--- src/rtl/pipeline_stage_register_if.sv ---
// pipeline_stage_register_if: valid/ready beat channel carrying opaque data and control payloads.
interface pipeline_stage_register_if #(
    parameter int DATA_WIDTH = 32,
    parameter int CTRL_WIDTH = 8
);
    logic                  valid;
    logic                  ready;
    logic [DATA_WIDTH-1:0] data;
    logic [CTRL_WIDTH-1:0] ctrl;
    modport master (output valid, data, ctrl, input ready);
    modport slave  (input valid, data, ctrl, output ready);
endinterface

--- src/rtl/pipeline_stage_register.sv ---
// pipeline_stage_register: elastic inter-stage register with 2-entry skid buffer, flush, global stall and occupancy.
module pipeline_stage_register #(
    parameter int DATA_WIDTH = 32,
    parameter int CTRL_WIDTH = 8
) (
    input  logic                        i_clk,
    input  logic                        i_reset,
    input  logic                        i_busywait,
    input  logic                        i_flush,
    pipeline_stage_register_if.slave    i_up,
    pipeline_stage_register_if.master   o_dn,
    output logic [1:0]                  o_occupancy
);
    typedef enum logic [1:0] {EMPTY = 2'd0, ONE = 2'd1, FULL = 2'd2} state_t;

    state_t                r_state, w_next;
    logic [DATA_WIDTH-1:0] r_main_data, r_skid_data;
    logic [CTRL_WIDTH-1:0] r_main_ctrl, r_skid_ctrl;
    logic                  w_main_valid, w_skid_valid, w_acc, w_rel;
    logic                  w_load_main_in, w_load_main_skid, w_load_skid;

    assign w_main_valid = r_state != EMPTY;
    assign w_skid_valid = r_state == FULL;
    assign i_up.ready   = !w_skid_valid && !i_busywait && !i_flush;
    assign o_dn.valid   = w_main_valid && !i_busywait;
    assign o_dn.data    = r_main_data;
    assign o_dn.ctrl    = w_main_valid ? r_main_ctrl : '0;
    assign o_occupancy  = {1'b0, w_main_valid} + {1'b0, w_skid_valid};
    assign w_acc        = i_up.valid && i_up.ready;
    assign w_rel        = o_dn.valid && o_dn.ready;

    // A release during flush is discarded along with everything else held.
    always_comb begin
        w_next           = r_state;
        w_load_main_in   = 1'b0;
        w_load_main_skid = 1'b0;
        w_load_skid      = 1'b0;
        if (i_flush) begin
            w_next = EMPTY;
        end else begin
            case (r_state)
                EMPTY: begin
                    w_next         = w_acc ? ONE : EMPTY;
                    w_load_main_in = w_acc;
                end
                ONE: begin
                    w_next         = (w_acc && !w_rel) ? FULL : (!w_acc && w_rel) ? EMPTY : ONE;
                    w_load_main_in = w_acc && w_rel;
                    w_load_skid    = w_acc && !w_rel;
                end
                default: begin
                    w_next           = w_rel ? ONE : FULL;
                    w_load_main_skid = w_rel;
                end
            endcase
        end
    end

    always_ff @(posedge i_clk) begin
        if (!i_reset) begin
            r_state     <= EMPTY;
            r_main_data <= '0;
            r_main_ctrl <= '0;
            r_skid_data <= '0;
            r_skid_ctrl <= '0;
        end else begin
            r_state <= w_next;
            if (w_load_main_in) begin
                r_main_data <= i_up.data;
                r_main_ctrl <= i_up.ctrl;
            end else if (w_load_main_skid) begin
                r_main_data <= r_skid_data;
                r_main_ctrl <= r_skid_ctrl;
            end
            if (w_load_skid) begin
                r_skid_data <= i_up.data;
                r_skid_ctrl <= i_up.ctrl;
            end
        end
    end
endmodule

--- src/flat_wrapper.sv ---
// flat-port wrapper written by rule: the top's interface ports become plain ports
module pipeline_stage_register_flat 
#(
    parameter int DATA_WIDTH = 32,
    parameter int CTRL_WIDTH = 8
)
  (i_clk, i_reset, i_busywait, i_flush, o_occupancy, i_up_valid, i_up_data, i_up_ctrl, i_up_ready, o_dn_valid, o_dn_data, o_dn_ctrl, o_dn_ready);
  pipeline_stage_register_if #(.DATA_WIDTH(DATA_WIDTH), .CTRL_WIDTH(CTRL_WIDTH)) i_up_i ();
  pipeline_stage_register_if #(.DATA_WIDTH(DATA_WIDTH), .CTRL_WIDTH(CTRL_WIDTH)) o_dn_i ();
  input  logic i_clk;
  input  logic i_reset;
  input  logic i_busywait;
  input  logic i_flush;
  output logic [1:0] o_occupancy;
  input wire logic [$bits(i_up_i.valid)-1:0] i_up_valid;
  input wire logic [$bits(i_up_i.data)-1:0] i_up_data;
  input wire logic [$bits(i_up_i.ctrl)-1:0] i_up_ctrl;
  output wire logic [$bits(i_up_i.ready)-1:0] i_up_ready;
  output wire logic [$bits(o_dn_i.valid)-1:0] o_dn_valid;
  output wire logic [$bits(o_dn_i.data)-1:0] o_dn_data;
  output wire logic [$bits(o_dn_i.ctrl)-1:0] o_dn_ctrl;
  input wire logic [$bits(o_dn_i.ready)-1:0] o_dn_ready;
  assign i_up_i.valid = i_up_valid;
  assign i_up_i.data = i_up_data;
  assign i_up_i.ctrl = i_up_ctrl;
  assign i_up_ready = i_up_i.ready;
  assign o_dn_valid = o_dn_i.valid;
  assign o_dn_data = o_dn_i.data;
  assign o_dn_ctrl = o_dn_i.ctrl;
  assign o_dn_i.ready = o_dn_ready;
  pipeline_stage_register #(.DATA_WIDTH(DATA_WIDTH), .CTRL_WIDTH(CTRL_WIDTH)) u_core (.i_clk(i_clk), .i_reset(i_reset), .i_busywait(i_busywait), .i_flush(i_flush), .i_up(i_up_i), .o_dn(o_dn_i), .o_occupancy(o_occupancy));
endmodule
--- config.mk ---
export PLATFORM = sky130hd
export DESIGN_NAME = pipeline_stage_register_flat
export DESIGN_NICKNAME = d
export VERILOG_FILES = /design/src/rtl/pipeline_stage_register_if.sv /design/src/rtl/pipeline_stage_register.sv /design/src/flat_wrapper.sv
export SDC_FILE = /design/constraint.sdc
export NUM_CORES = 1
export LEC_CHECK = 0
export ABC_CLOCK_PERIOD_IN_PS = 3000
export CELL_PAD_IN_SITES_DETAIL_PLACEMENT = 1
export CELL_PAD_IN_SITES_GLOBAL_PLACEMENT = 2
export CORE_UTILIZATION = 32
export CTS_CLUSTER_DIAMETER = 50
export DETAILED_ROUTE_END_ITERATION = 16
export MAX_ROUTING_LAYER = met4
export PLACE_DENSITY_LB_ADDON = 0.1
export SYNTH_ARGS = -nofsm -noshare
export SYNTH_HDL_FRONTEND = slang
export SYNTH_SLANG_ARGS = --single-unit
--- constraint.sdc ---
create_clock -name i_clk -period 3 [get_ports i_clk]
set_input_delay 0.75 -clock i_clk [delete_from_list [all_inputs] [get_ports i_clk]]
set_output_delay 0.75 -clock i_clk [all_outputs]
set_load 0.02 [all_outputs]
==> impl.org <==
** Route
- Remaining antenna violation count :: 0
- For this block, the routed nets add up to 10700 µm of wire.
- After detailed routing, the average wire length per cell comes to 17.2 µm.
- Violation count after the first detailed-routing iteration :: 134
- Vias per cell :: 5.05
- The routed layout has 3127 vias.
- The first detailed-routing pass took 4 iterations.
- For this run, design rule violations remaining after detail routing come to 0.

** Worst setup path
- Data arrives at the worst endpoint at 2.20 ns.
- Total buffers and inverters traversed by the critical path :: 2
- Cell occurring most often along the worst timing path :: sky130_fd_sc_hd__clkdlybuf4s50_1
- The critical path is of the in -> out type.
- Reg2Reg Capture Point :: u_core.o_dn.data[10]
- Cells on worst reg2reg path :: 6
- Largest incremental delay on the critical path :: roughly 0.65 ns
- The worst register-to-register path begins at u_core.r_state[1].
- The signal on the critical path passes through clkdlybuf4s50_1 > nor3_1 > clkdlybuf4s50_1.
- At the worst endpoint, the required time is 2.25 ns.
- Of all nets on the critical path, the largest fanout is 6.
- Cell family contributing the most delay on the critical path :: buffers and inverters
- The worst setup path is launched from an input port.
- Setup slack on the worst reg-to-reg path comes out at ~0.55 ns.
- Slowest-stage cell, CP :: sky130_fd_sc_hd__clkdlybuf4s50_1
- STA classifies the critical path endpoint as a primary output.

** Global route
- Met3 demand-to-capacity share in global routing :: 3.06%
- In the global route stage, met2 resource usage came out at 31.3%.
- Via count of the first global-routing pass :: 3237
- Maximum number of pins on one net before global-route repair :: 43
- GRT Resource Usage Total :: between 10% and 20%
- Sum of overflow across all layers after global routing :: 0
- The number of antenna violations at the first check in global routing was 0.
- GR Util met1 :: 23.8%
- Layer with the highest usage :: met2
- The first global-routing pass estimated 16800 µm of wire.

** STA
- # setup viols final :: 0
- Worst slew margin :: 44.6%
- Final worst hold slack :: 0.455 ns
- Minimum period implied by the final worst setup slack :: approximately 2.9 ns
- Unrepaired setup endpoints after global routing :: false
- For the pin with the worst max-slew slack, the measured transition is just over 0.8 ns.
- The final max-slew violation count came to 0.
- Share of the clock period used by the worst path :: 98.2%
- Derived from the worst setup path, the maximum achievable clock frequency is 0.340 GHz.
- The number of hold violations in the final report is 0.
- Max Clock Skew :: 0.00332 ns
- Total negative setup slack :: 0 ns

** Yosys
- Yosys warnings :: 0
- Adder-Cell Fraction of Synth Area :: 0.669%
- Counting distinct cell types in the post-synthesis netlist gives 24.
- Post-synthesis cell type with the largest combined area :: sky130_fd_sc_hd__dfxtp_1
- Net Count, Synth :: 441
- Dominant combinational cell family by area after synthesis :: compound AO/OA/AOI/OAI gates
- Avg Inst Size Synth :: 9.52 µm²
- Of the total synthesized cell area, the portion taken by AND, OR, NAND and NOR gates is between 10% and 20%.
- FF+latch count, synth :: 82
- Synthesized-area fraction occupied by ao, oa, aoi and oai cells :: 22.3%
- In this run the biggest area consumer among cell types represents 43.9% of the synthesized area.
- Post-synthesis share of cell area spent on xor and xnor gates :: 0%
- Ranked by total cell area, the synthesized netlist is headed by sky130_fd_sc_hd__dfxtp_1 44%, sky130_fd_sc_hd__a221oi_2 16%, sky130_fd_sc_hd__mux2i_1 11%, sky130_fd_sc_hd__nand2_1 8.3%, sky130_fd_sc_hd__a21oi_1 5.3%.
- The synthesized netlist occupies a cell area of 3740 µm².
- Synthesis handed over a netlist of between 300 and 400 instances.
- After synthesis, flip-flops and latches occupy a little over two fifths of the total area.
- Proportion of synthesized area in mux cells :: 10.7%

** Placement
- IO buf count :: 89
- Half-perimeter wire length after detailed placement :: 6660 µm
- At the end of routability-driven placement, the weighted congestion stood at 0.747.

** Clock tree
- CTS placed an instance of sky130_fd_sc_hd__clkbuf_16 at the clock tree root.
- After clock tree synthesis, the clock-pin slew on the worst setup and hold paths is 0.06 ns.
- Buffers from clock root to sink, at most :: 2
- Count of instances resized after the clock tree is built :: 0
- TritonCTS built the clock tree.
- Clock sink count :: roughly 80
- The number of setup buffers added after CTS is 0.
- Htree depth :: 3
- Number of buffers created by CTS :: 9
- Clock network latency to the later pin of the worst-skew pair :: ~0.33 ns
- Count of hold-fix buffers inserted at cts :: 0

** Floorplan
- Effective utilization at floorplan :: 32.8%
- Die footprint :: 12100 µm²
- Measured along the x axis, the die boundary spans around 110 µm.
- Core footprint :: 11400 µm²
- During I/O placement, the number of pins put on the boundary was 90.
- The floorplan step set the die height to 110 µm.
- Row cnt :: 39

** Power
- In this run the static leakage power is roughly 0.0016 µW.
- VDD sags by at most 0.223 mV.
- For this design the ratio of total power to cell area is 488 nW/µm².

** Cells and area
- Number of inserted diodes :: 0
- Commonest cells after routing, fill and taps aside :: 89 x sky130_fd_sc_hd__clkdlybuf4s50_1, 82 x sky130_fd_sc_hd__nand2_1, 82 x sky130_fd_sc_hd__dfxtp_1
- Relative to the synthesized area, the layout overhead comes to 35.6%.
- Total number of nets in the final design :: 520
- Filler cell count in the final layout :: ~1300
- The library cell used most frequently in the layout, excluding fill and tap cells, is sky130_fd_sc_hd__clkdlybuf4s50_1.
- In the final layout, the share of cells above drive strength 1 is 16.2%.

** Hold path
- In this run the worst hold path is classified as reg -> reg.
- The startpoint identified for the worst hold timing path is u_core.r_skid_ctrl[3].
- The worst hold path terminates at u_core.r_skid_ctrl[3].
- Hold Path Cell Cnt :: 2

** Status
- The flow ran to the end, and the final reports show no timing, DRC or antenna violations.

** Job
- Number of max-cap violations :: 0
==> worst min-delay path: cells and delay by family, from the launching register on <==
| kind | cells | cell delay [ns] |
|---|---|---|
| flip-flops | 1 | 0.31 |
| AO/OA/AOI/OAI | 1 | 0.05 |
| AND/OR/NAND/NOR | 1 | 0.05 |
==> per-stage QoR <==
stage / worst slack (ns) / total power, µW / utilization [%] / instance area [µm²] / cells
floorplan: 0.901 / 1320 / - / 3740 / 393
global placement: 0.133 / 1480 / 42.1 / 4800 / 604
detailed placement: 0.0265 / 1480 / 42.1 / 4800 / 604
CTS: 0.0708 / 2510 / 44.4 / 5070 / 619
global route: 0.0109 / 2590 / 44.4 / 5070 / 619
finish: 0.0546 / 2470 / 44.4 / 5070 / 619
==> per-layer routing <==
metal | part of all wire (%) | routed length (µm)
met1 | 48 | 5160
met3 | 3.4 | 365
met4 | 0.96 | 102
met5 | 0 | 0
met2 | 47 | 5030
==> worst max-delay path by stage <==
stage                 startpoint                    end  slack (ns)  cells after the start
2_1_floorplan         i_busywait  u_core.r_skid_ctrl[0]        0.90                      7
5_1_grt        u_core.r_state[1]           o_dn_ctrl[0]        0.01                      3
3_3_place_gp          i_busywait  u_core.r_main_ctrl[3]        0.13                      7
6_report              i_busywait             i_up_ready        0.05                      3
4_1_cts               i_busywait             i_up_ready        0.07                      3
3_5_place_dp          i_busywait   u_core.o_dn.data[10]        0.03                      7
==> registers in the layout, summed over array words and instances, names as in the netlist <==
name,count
u_core.o_dn.data,32
u_core.r_main_ctrl,8
u_core.r_skid_data,32
u_core.r_skid_ctrl,8
u_core.r_state,2
==> report_power, final <==
part | leakage [µW] | switching, µW | internal (µW)
sequential | 0.000665 | 15.9 | 1120
combinational | 0.000778 | 159 | 157
clock | 0.000138 | 426 | 597
==> cell families (layout without fill, tap and decap cells) <==
family | count (synthesis) | after routing
and+or+nand+nor | 148 | 148
buffers and inverters | 38 | 121
adders and majority gates | 2 | 2
DFF | 82 | 82
muxes | 40 | 40
AOI/OAI and AO/OA | 83 | 83
==> layout make-up <==
class | count | area, µm² | area share, %
Sequential cell | 82 | 1640 | 32.4
Timing Repair Buffer | 104 | 1070 | 21.0
Clock buffer | 12 | 256 | 5.06
Inverter | 2 | 8.76 | 0.173
Tap cell | 143 | 179 | 3.53
Clock inverter | 3 | 15.0 | 0.296
Multi-Input combinational cell | 273 | 1910 | 37.6
==> cell usage after synthesis <==
library cell / count
sky130_fd_sc_hd__a21o_4: 1
sky130_fd_sc_hd__nand4bb_1: 1
sky130_fd_sc_hd__clkbuf_1: 22
sky130_fd_sc_hd__mux2i_1: 40
sky130_fd_sc_hd__nand2_1: 83
sky130_fd_sc_hd__buf_6: 9
sky130_fd_sc_hd__nor4bb_1: 1
sky130_fd_sc_hd__a21boi_0: 1
sky130_fd_sc_hd__o311a_1: 1
sky130_fd_sc_hd__a221oi_2: 40
sky130_fd_sc_hd__or2_1: 1
sky130_fd_sc_hd__nor2b_1: 10
sky130_fd_sc_hd__a21oi_1: 40
sky130_fd_sc_hd__and4bb_2: 1
sky130_fd_sc_hd__nor2_1: 44
sky130_fd_sc_hd__ha_1: 2
sky130_fd_sc_hd__buf_2: 5
sky130_fd_sc_hd__nand3b_1: 1
sky130_fd_sc_hd__nor3_1: 3
sky130_fd_sc_hd__inv_2: 1
sky130_fd_sc_hd__or3b_4: 1
sky130_fd_sc_hd__nand2b_1: 2
sky130_fd_sc_hd__inv_1: 1
sky130_fd_sc_hd__dfxtp_1: 82
(Power assumes the default switching activity.)
